**src/rtl/arqt_mem_arbiter.sv**
```systemverilog
// arqt_mem_arbiter: two-port Avalon-MM arbiter sharing one single-port on-chip RAM.
// Define ARQT_MEMARB_RR_EN for round-robin with a MAX_HOLD bound; otherwise port 0 has fixed priority.
module arqt_mem_arbiter #(
    parameter int MAX_HOLD = 4,
    parameter int ADDR_W   = 11
) (
    input  logic              clk,
    input  logic              reset_n,
    input  logic [ADDR_W-1:0] s0_address,
    input  logic [3:0]        s0_byteenable,
    input  logic              s0_read,
    input  logic              s0_write,
    input  logic [31:0]       s0_writedata,
    output logic              s0_waitrequest,
    output logic [31:0]       s0_readdata,
    output logic              s0_readdatavalid,
    input  logic [ADDR_W-1:0] s1_address,
    input  logic [3:0]        s1_byteenable,
    input  logic              s1_read,
    input  logic              s1_write,
    input  logic [31:0]       s1_writedata,
    output logic              s1_waitrequest,
    output logic [31:0]       s1_readdata,
    output logic              s1_readdatavalid,
    output logic [ADDR_W-1:0] mem_address,
    output logic [3:0]        mem_byteenable,
    output logic              mem_chipselect,
    output logic              mem_write,
    output logic [31:0]       mem_writedata,
    output logic              mem_clken,
    input  logic [31:0]       mem_readdata
);
    logic req0, req1, gnt0, gnt1, wr_sel;
    logic rd_pend_q, rd_pend_d, rd_port_q, rd_port_d;
    assign req0 = s0_read | s0_write;
    assign req1 = s1_read | s1_write;
`ifdef ARQT_MEMARB_RR_EN
    typedef enum logic [1:0] {NONE, P0, P1} owner_t;
    localparam logic [3:0] HOLD_MAX = 4'(MAX_HOLD);
    owner_t     owner_q, owner_d;
    logic [3:0] hold_q, hold_d;
    logic       last_q, last_d;
    logic       own_req, oth_req, keep, pick1;
    always_comb begin
        own_req = (owner_q == P0) ? req0 : (owner_q == P1) ? req1 : 1'b0;
        oth_req = (owner_q == P0) ? req1 : (owner_q == P1) ? req0 : 1'b0;
        keep    = own_req && (hold_q < HOLD_MAX || !oth_req);
        // pick1 selects port 1 as the candidate; the grant still needs its request
        pick1   = keep ? (owner_q == P1) :
                  (owner_q == P0) ? 1'b1 :
                  (owner_q == P1) ? 1'b0 :
                  (req0 && req1) ? !last_q : req1;
        gnt0    = reset_n & req0 & !pick1;
        gnt1    = reset_n & req1 & pick1;
        hold_d  = keep ? hold_q + {3'd0, hold_q < HOLD_MAX} : (gnt0 | gnt1) ? 4'd1 : 4'd0;
        owner_d = gnt0 ? P0 : gnt1 ? P1 : NONE;
        last_d  = (gnt0 | gnt1) ? gnt1 : last_q;
    end
    always_ff @(posedge clk or negedge reset_n) begin
        if (!reset_n) begin
            owner_q <= NONE;
            hold_q  <= 4'd0;
            last_q  <= 1'b1;
        end else begin
            owner_q <= owner_d;
            hold_q  <= hold_d;
            last_q  <= last_d;
        end
    end
`else
    assign gnt0 = reset_n & req0;
    assign gnt1 = reset_n & req1 & !req0;
`endif
    assign s0_waitrequest = !gnt0;
    assign s1_waitrequest = !gnt1;
    assign mem_address    = gnt1 ? s1_address    : s0_address;
    assign mem_byteenable = gnt1 ? s1_byteenable : s0_byteenable;
    assign mem_writedata  = gnt1 ? s1_writedata  : s0_writedata;
    assign wr_sel         = gnt1 ? s1_write      : s0_write;
    assign mem_chipselect = gnt0 | gnt1;
    assign mem_write      = mem_chipselect & wr_sel;
    assign mem_clken      = reset_n;
    always_comb begin
        rd_pend_d = mem_chipselect & !wr_sel;
        rd_port_d = gnt1;
    end
    always_ff @(posedge clk or negedge reset_n) begin
        if (!reset_n) begin
            rd_pend_q <= 1'b0;
            rd_port_q <= 1'b0;
        end else begin
            rd_pend_q <= rd_pend_d;
            rd_port_q <= rd_port_d;
        end
    end
    assign s0_readdatavalid = rd_pend_q & !rd_port_q;
    assign s1_readdatavalid = rd_pend_q & rd_port_q;
    assign s0_readdata      = mem_readdata;
    assign s1_readdata      = mem_readdata;
endmodule

```
**config.mk**
```make
export PLATFORM = sky130hd
export DESIGN_NAME = arqt_mem_arbiter
export DESIGN_NICKNAME = d
export VERILOG_FILES = /design/src/rtl/arqt_mem_arbiter.sv
export SDC_FILE = /design/constraint.sdc
export NUM_CORES = 1
export LEC_CHECK = 0
export CAP_MARGIN = 5
export CORE_ASPECT_RATIO = 0.5
export CORE_MARGIN = 10
export CORE_UTILIZATION = 21
export CTS_BUF_LIST = sky130_fd_sc_hd__clkbuf_16
export DETAILED_ROUTE_END_ITERATION = 6
export MAX_ROUTING_LAYER = met4
export PLACE_DENSITY = 0.89
export SETUP_SLACK_MARGIN = 0.2
export SYNTH_ARGS = -nofsm -noshare
export SYNTH_HDL_FRONTEND = slang
export SYNTH_SLANG_ARGS = --single-unit
```
**constraint.sdc**
```tcl
create_clock -name clk -period 3.1 [get_ports clk]
set_clock_uncertainty 0.05 [all_clocks]
set_input_delay 0.62 -clock clk [delete_from_list [all_inputs] [get_ports clk]]
set_output_delay 0.62 -clock clk [all_outputs]
set_load 0.1 [all_outputs]
```
== Word level (Yosys, flattened, before mapping) ==
Cells that the tools add are included.

* Register bits: 2
* Word-level logic and storage cells: 21
* Input bits: 132
* Output and inout port bits: 118

* Multiplexer cells: 4
* Bitwise operators: 10
* Reductions and logical operators: 5

{| class="wikitable"
|+ Operators by type and width
! cell !! count
|-
| 32-bit two-way mux || 1
|-
| 11-bit two-way mux || 1
|-
| 1-bit bitwise AND || 7
|-
| 1-bit zero test || 5
|-
| 4-bit two-way mux || 1
|-
| 1-bit OR || 3
|-
| 1-bit two-way mux || 1
|}

== Logic depth before layout (Yosys ltp) ==
* Word-level depth: 6
* Gate-level depth with buffers: 6
* Depth with buffers taken out: 3

== Worst setup path before layout ==
Ideal clock, no wire load.

* Path kind: input to output
* From: in s0_write
* To: out mem_chipselect
* Path slack: -1.806 ns
* Stages on the path: 2
* Path buffers: 0
* Data arrival time: 4.236 ns
* Required time: 2.430 ns
* Path through: o21ai_0 nand2_1

* Longest elaborated chain between the ends: 4
* Elaborated cells on any way between the ends: 5
* Those cells by class: bitwise: 4; reduce/logical: 1

{| class="wikitable"
|+ RTL lines
! item !! line !! text
|-
| start: declaration || 12 || <nowiki>input logic s0_write,</nowiki>
|-
| 1-bit OR (*) || 35 || <nowiki>assign req0 = s0_read | s0_write;</nowiki>
|-
| 1-bit zero test || 72 || <nowiki>assign gnt1 = reset_n & req1 & !req0;</nowiki>
|-
| 1-bit bitwise AND || 72 ||
|-
| 1-bit OR (*) || 80 || <nowiki>assign mem_chipselect = gnt0 | gnt1;</nowiki>
|-
| end: declaration || 27 || <nowiki>output logic mem_chipselect,</nowiki>
|}

Every way passes the cells marked *; elsewhere a longest branch is shown, timed or not.

== Worst setup path in the final report ==
* From: in reset_n
* To: out mem_writedata[26]

* Longest elaborated chain between the ends: 3

{| class="wikitable"
|+ RTL lines
! item !! line !! text
|-
| start: declaration || 8 || <nowiki>input logic reset_n,</nowiki>
|-
| 1-bit bitwise AND (2 in a row) || 72 ||
|-
| 32-bit two-way mux || 78 || <nowiki>assign mem_writedata = gnt1 ? s1_writedata : s0_writedata;</nowiki>
|-
| end: declaration || 29 || <nowiki>output logic [31:0] mem_writedata,</nowiki>
|}

No other way between the ends.

==> results <==
- At the pin with the least slew margin, the transition time is 291 ps.
- The deepest clock path buffer count is 2.
- The largest net degree at the start of global routing is 12.
- The number of instances in the placed design is 293.
- The capturing element type of the critical path is an output pin.
- The area of the multi-input gates is 659 µm².
- The iteration count of the initial detailed-routing pass is 4.
- The number of nets in the final layout is 364.
- In the routed layout, each cell is associated on average with a via count of 4.34.
- The register area is 50.0 µm².
- The post-route clock period utilization is 0.917.
- The post-place setup slack is -56.4 ps.
- The clock sink count is 2.
- The H-tree depth reported by CTS is 1.
- The kind of critical path is input pin to output pin.
- The area growth from synthesis to layout is 155%.
- The routed layout has 1316 vias.
- Based on the critical path, the design can be clocked at up to 352 MHz.
- The least setup slack across all paths after layout is between 200 and 300 ps.
- Leaving out filler cells and counting taps, the final layout contains 303.
- The number of different library cells used by synthesis comes to 17.
- The effective utilization at floorplan is 0.220.
- The sum of net half-perimeters after detailed placement is ~5700 µm.
- The total track usage is 0.137.
- The diode insertion count for antenna repair is 0.
- The wire length reported by the detailed router is 6900 µm.
- For this run, the register share of the synthesized area comes to 0.0412.
- The number of hold violations in the final report came to 0.
- The worst voltage drop across the vdd grid is 0.000186 V.
- The tool flagged a number of max-cap violations equal to 0.
- After synthesis, the mean cell area works out to 9.08 µm².
- Headroom to the max-slew limit came out at 0.808.
- The power per cell area is between 300 and 400 mW/mm².
- The beginning of the critical path is reset_n.
- The clock transition at the register clock pins on the worst setup and hold paths after CTS is 30 ps.
- The total global routing overflow is 0.
- The average wire per cell in the routed design is between 20 and 25 µm.
- During synthesis, Yosys emitted a total of 0 warnings.
- Of the cells placed in the final design, the portion with a size suffix greater than 1 is 0.522.
- Buffers inserted during clock tree synthesis total 3.
- The total area inside the core boundary comes to 0.00554 mm².
- The number of global-route vias before repair came to between 1500 and 2000.
- The required time at the endpoint of the critical path is 2430 ps.
- TritonCTS built the clock tree.
- The worst hold path belongs to the class input pin to asynchronous set/reset pin.
- The number of flip-flops and latches in the synthesized netlist is 2.
- The count of buffers added on input and output ports is 153.
- The final weighted congestion of routability-driven global placement is 0.769.
- The flow ran to the end, and the final reports show no timing, DRC or antenna violations.
- The standard-cell row count is 19.
- The wire length of the first global-routing pass is 9470 µm.
- The remaining antenna violation count after routing is 0.
- The die width is 128 µm.
- The initial antenna violation count is 0.
- The number of pins exceeding their max-slew limit in the final report is 0.
- Setup violations remaining at the end of the flow were counted as 0.
- For the worst setup path, the data arrival time is 2170 ps.
- The top-level port count is between 200 and 300.
- The synthesized net count is 266.
- Summing every instance area after synthesis gives 0.00122 mm².
- Of all nets on the critical path, the largest fanout is 11.
- The critical path launch point type is an input pin.
- The worst hold margin is 489 ps.
- The vertical die dimension is 73.8 µm.
- For the finished layout, the period the worst path requires is about 2800 ps.
- Setup repair after global routing left no endpoint under its margin.
- After detailed routing, the number of remaining DRC violations is 0.
- The clock tree root driver cell is sky130_fd_sc_hd__clkbuf_16.
- The die covers about 0.0094 mm².
- Synthesis produced 134 cells.
- The leakage power is between 1 and 1.5 nW.
- The number of design-rule violations left by the first detailed-router iteration is 27.
- In this run the worst setup path terminates at mem_writedata[26].
- The filler cell count in the final layout is 431.
## cells in the mapped netlist
library cell                n  area, µm²
sky130_fd_sc_hd__inv_1      2       7.51
sky130_fd_sc_hd__dfrtp_1    2       50.1
sky130_fd_sc_hd__nor2b_1    1       6.26
sky130_fd_sc_hd__and2_1     1       6.26
sky130_fd_sc_hd__o21ai_0    2       10.0
sky130_fd_sc_hd__buf_2      3       15.0
sky130_fd_sc_hd__nor2_1     3       11.3
sky130_fd_sc_hd__a21oi_1    1       5.00
sky130_fd_sc_hd__mux2_4    10        150
sky130_fd_sc_hd__nand2_1    1       3.75
sky130_fd_sc_hd__mux2_2    37        417
sky130_fd_sc_hd__buf_4     65        488
sky130_fd_sc_hd__clkbuf_1   1       3.75
sky130_fd_sc_hd__o21a_1     1       7.51
sky130_fd_sc_hd__nand2b_1   1       6.26
sky130_fd_sc_hd__or3_1      1       6.26
sky130_fd_sc_hd__buf_6      2       22.5
## power by group
part,switching (mW),internal [mW],leakage [nW]
Clock,0.0291,0.164,0.0370
Sequential,0.000427,0.0274,0.0269
Combinational,0.459,0.349,1.31
## state kept, by name, indices dropped and copies added (netlist names)
register and cells:
rd_pend_q 1, rd_port_q 1
## metal layers
| layer | wire (µm) | global-route usage | up-vias |
|---|---|---|---|
| li1 | - | - | 578 |
| met2 | 4090 | 0.275 | 103 |
| met1 | 2080 | 0.113 | 617 |
| met4 | 161 | 0.0434 | 0 |
| met3 | 574 | 0.0596 | 18 |
| met5 | 0 | - | - |
## what timing repair did
action	CTS	global route
gates cloned	3	0
endpoints found under the setup margin	47	47
resized for setup	14	4
hold buffers	0	0
pin swaps	1	0
buffers inserted	4	0
## cell families (layout without fill, tap and decap cells)
kind of cell,count (synthesis),count (layout),share of synthesized area
compound gates,4,4,0.0185
buf+inv,73,169,0.441
flops,2,2,0.0412
mux,47,47,0.466
simple gates,8,8,0.0329
## stage by stage
| stage | instance area, µm² | util | power, mW | setup TNS (ps) |
|---|---|---|---|---|
| 3_5_place_dp | 2880 | 0.519 | 0.821 | -1750 |
| 4_1_cts | 3090 | 0.558 | 1.03 | 0 |
| 6_report | 3100 | 0.559 | 1.03 | 0 |
| 5_1_grt | 3100 | 0.559 | 1.05 | 0 |
| 3_3_place_gp | 2880 | 0.519 | 0.811 | 0 |
| 2_1_floorplan | 1220 | - | 0.847 | 0 |
## layout make-up
type | count | area share
clock buffers | 3 | 0.0243
inverters | 2 | 0.00243
multi-input cells | 59 | 0.213
flip-flops and latches | 2 | 0.0162
well taps | 73 | 0.0295
repair buffers | 164 | 0.715
## cells in the final DEF (no fill, tap or decap)
master,count
sky130_fd_sc_hd__clkdlybuf4s50_1,94
sky130_fd_sc_hd__buf_12,53
sky130_fd_sc_hd__mux2_2,34
sky130_fd_sc_hd__mux2_4,13
sky130_fd_sc_hd__buf_4,5
sky130_fd_sc_hd__dlygate4sd2_1,4
sky130_fd_sc_hd__buf_6,4
sky130_fd_sc_hd__nor2_1,3
sky130_fd_sc_hd__clkbuf_16,3
sky130_fd_sc_hd__inv_1,2
sky130_fd_sc_hd__buf_16,2
sky130_fd_sc_hd__dfrtp_1,2
sky130_fd_sc_hd__nand2b_4,1
sky130_fd_sc_hd__or3_4,1
sky130_fd_sc_hd__o21ai_2,1
sky130_fd_sc_hd__o21ai_0,1
sky130_fd_sc_hd__nand2_2,1
sky130_fd_sc_hd__o21a_1,1
sky130_fd_sc_hd__a21oi_1,1
sky130_fd_sc_hd__nor2b_1,1
sky130_fd_sc_hd__and2_1,1
sky130_fd_sc_hd__bufbuf_16,1
sky130_fd_sc_hd__clkbuf_2,1
## worst min path at each step
| stage | to | slack (ps) | cells past startpoint |
|---|---|---|---|
| 5_1_grt | rd_pend_q | 510 | 2 |
| 2_1_floorplan | rd_pend_q | 270 | 0 |
| 6_report | rd_pend_q | 490 | 2 |
| 4_1_cts | rd_pend_q | 480 | 2 |
| 3_5_place_dp | rd_pend_q | 920 | 2 |
| 3_3_place_gp | rd_pend_q | 880 | 2 |
## worst max-delay path, cell delays in order
cell and delay, ps:
sky130_fd_sc_hd__dlygate4sd2_1 280, sky130_fd_sc_hd__nand2b_4 70, sky130_fd_sc_hd__or3_4 410, sky130_fd_sc_hd__bufbuf_16 310, sky130_fd_sc_hd__mux2_2 310, sky130_fd_sc_hd__buf_12 170
(Power assumes the default switching activity.)
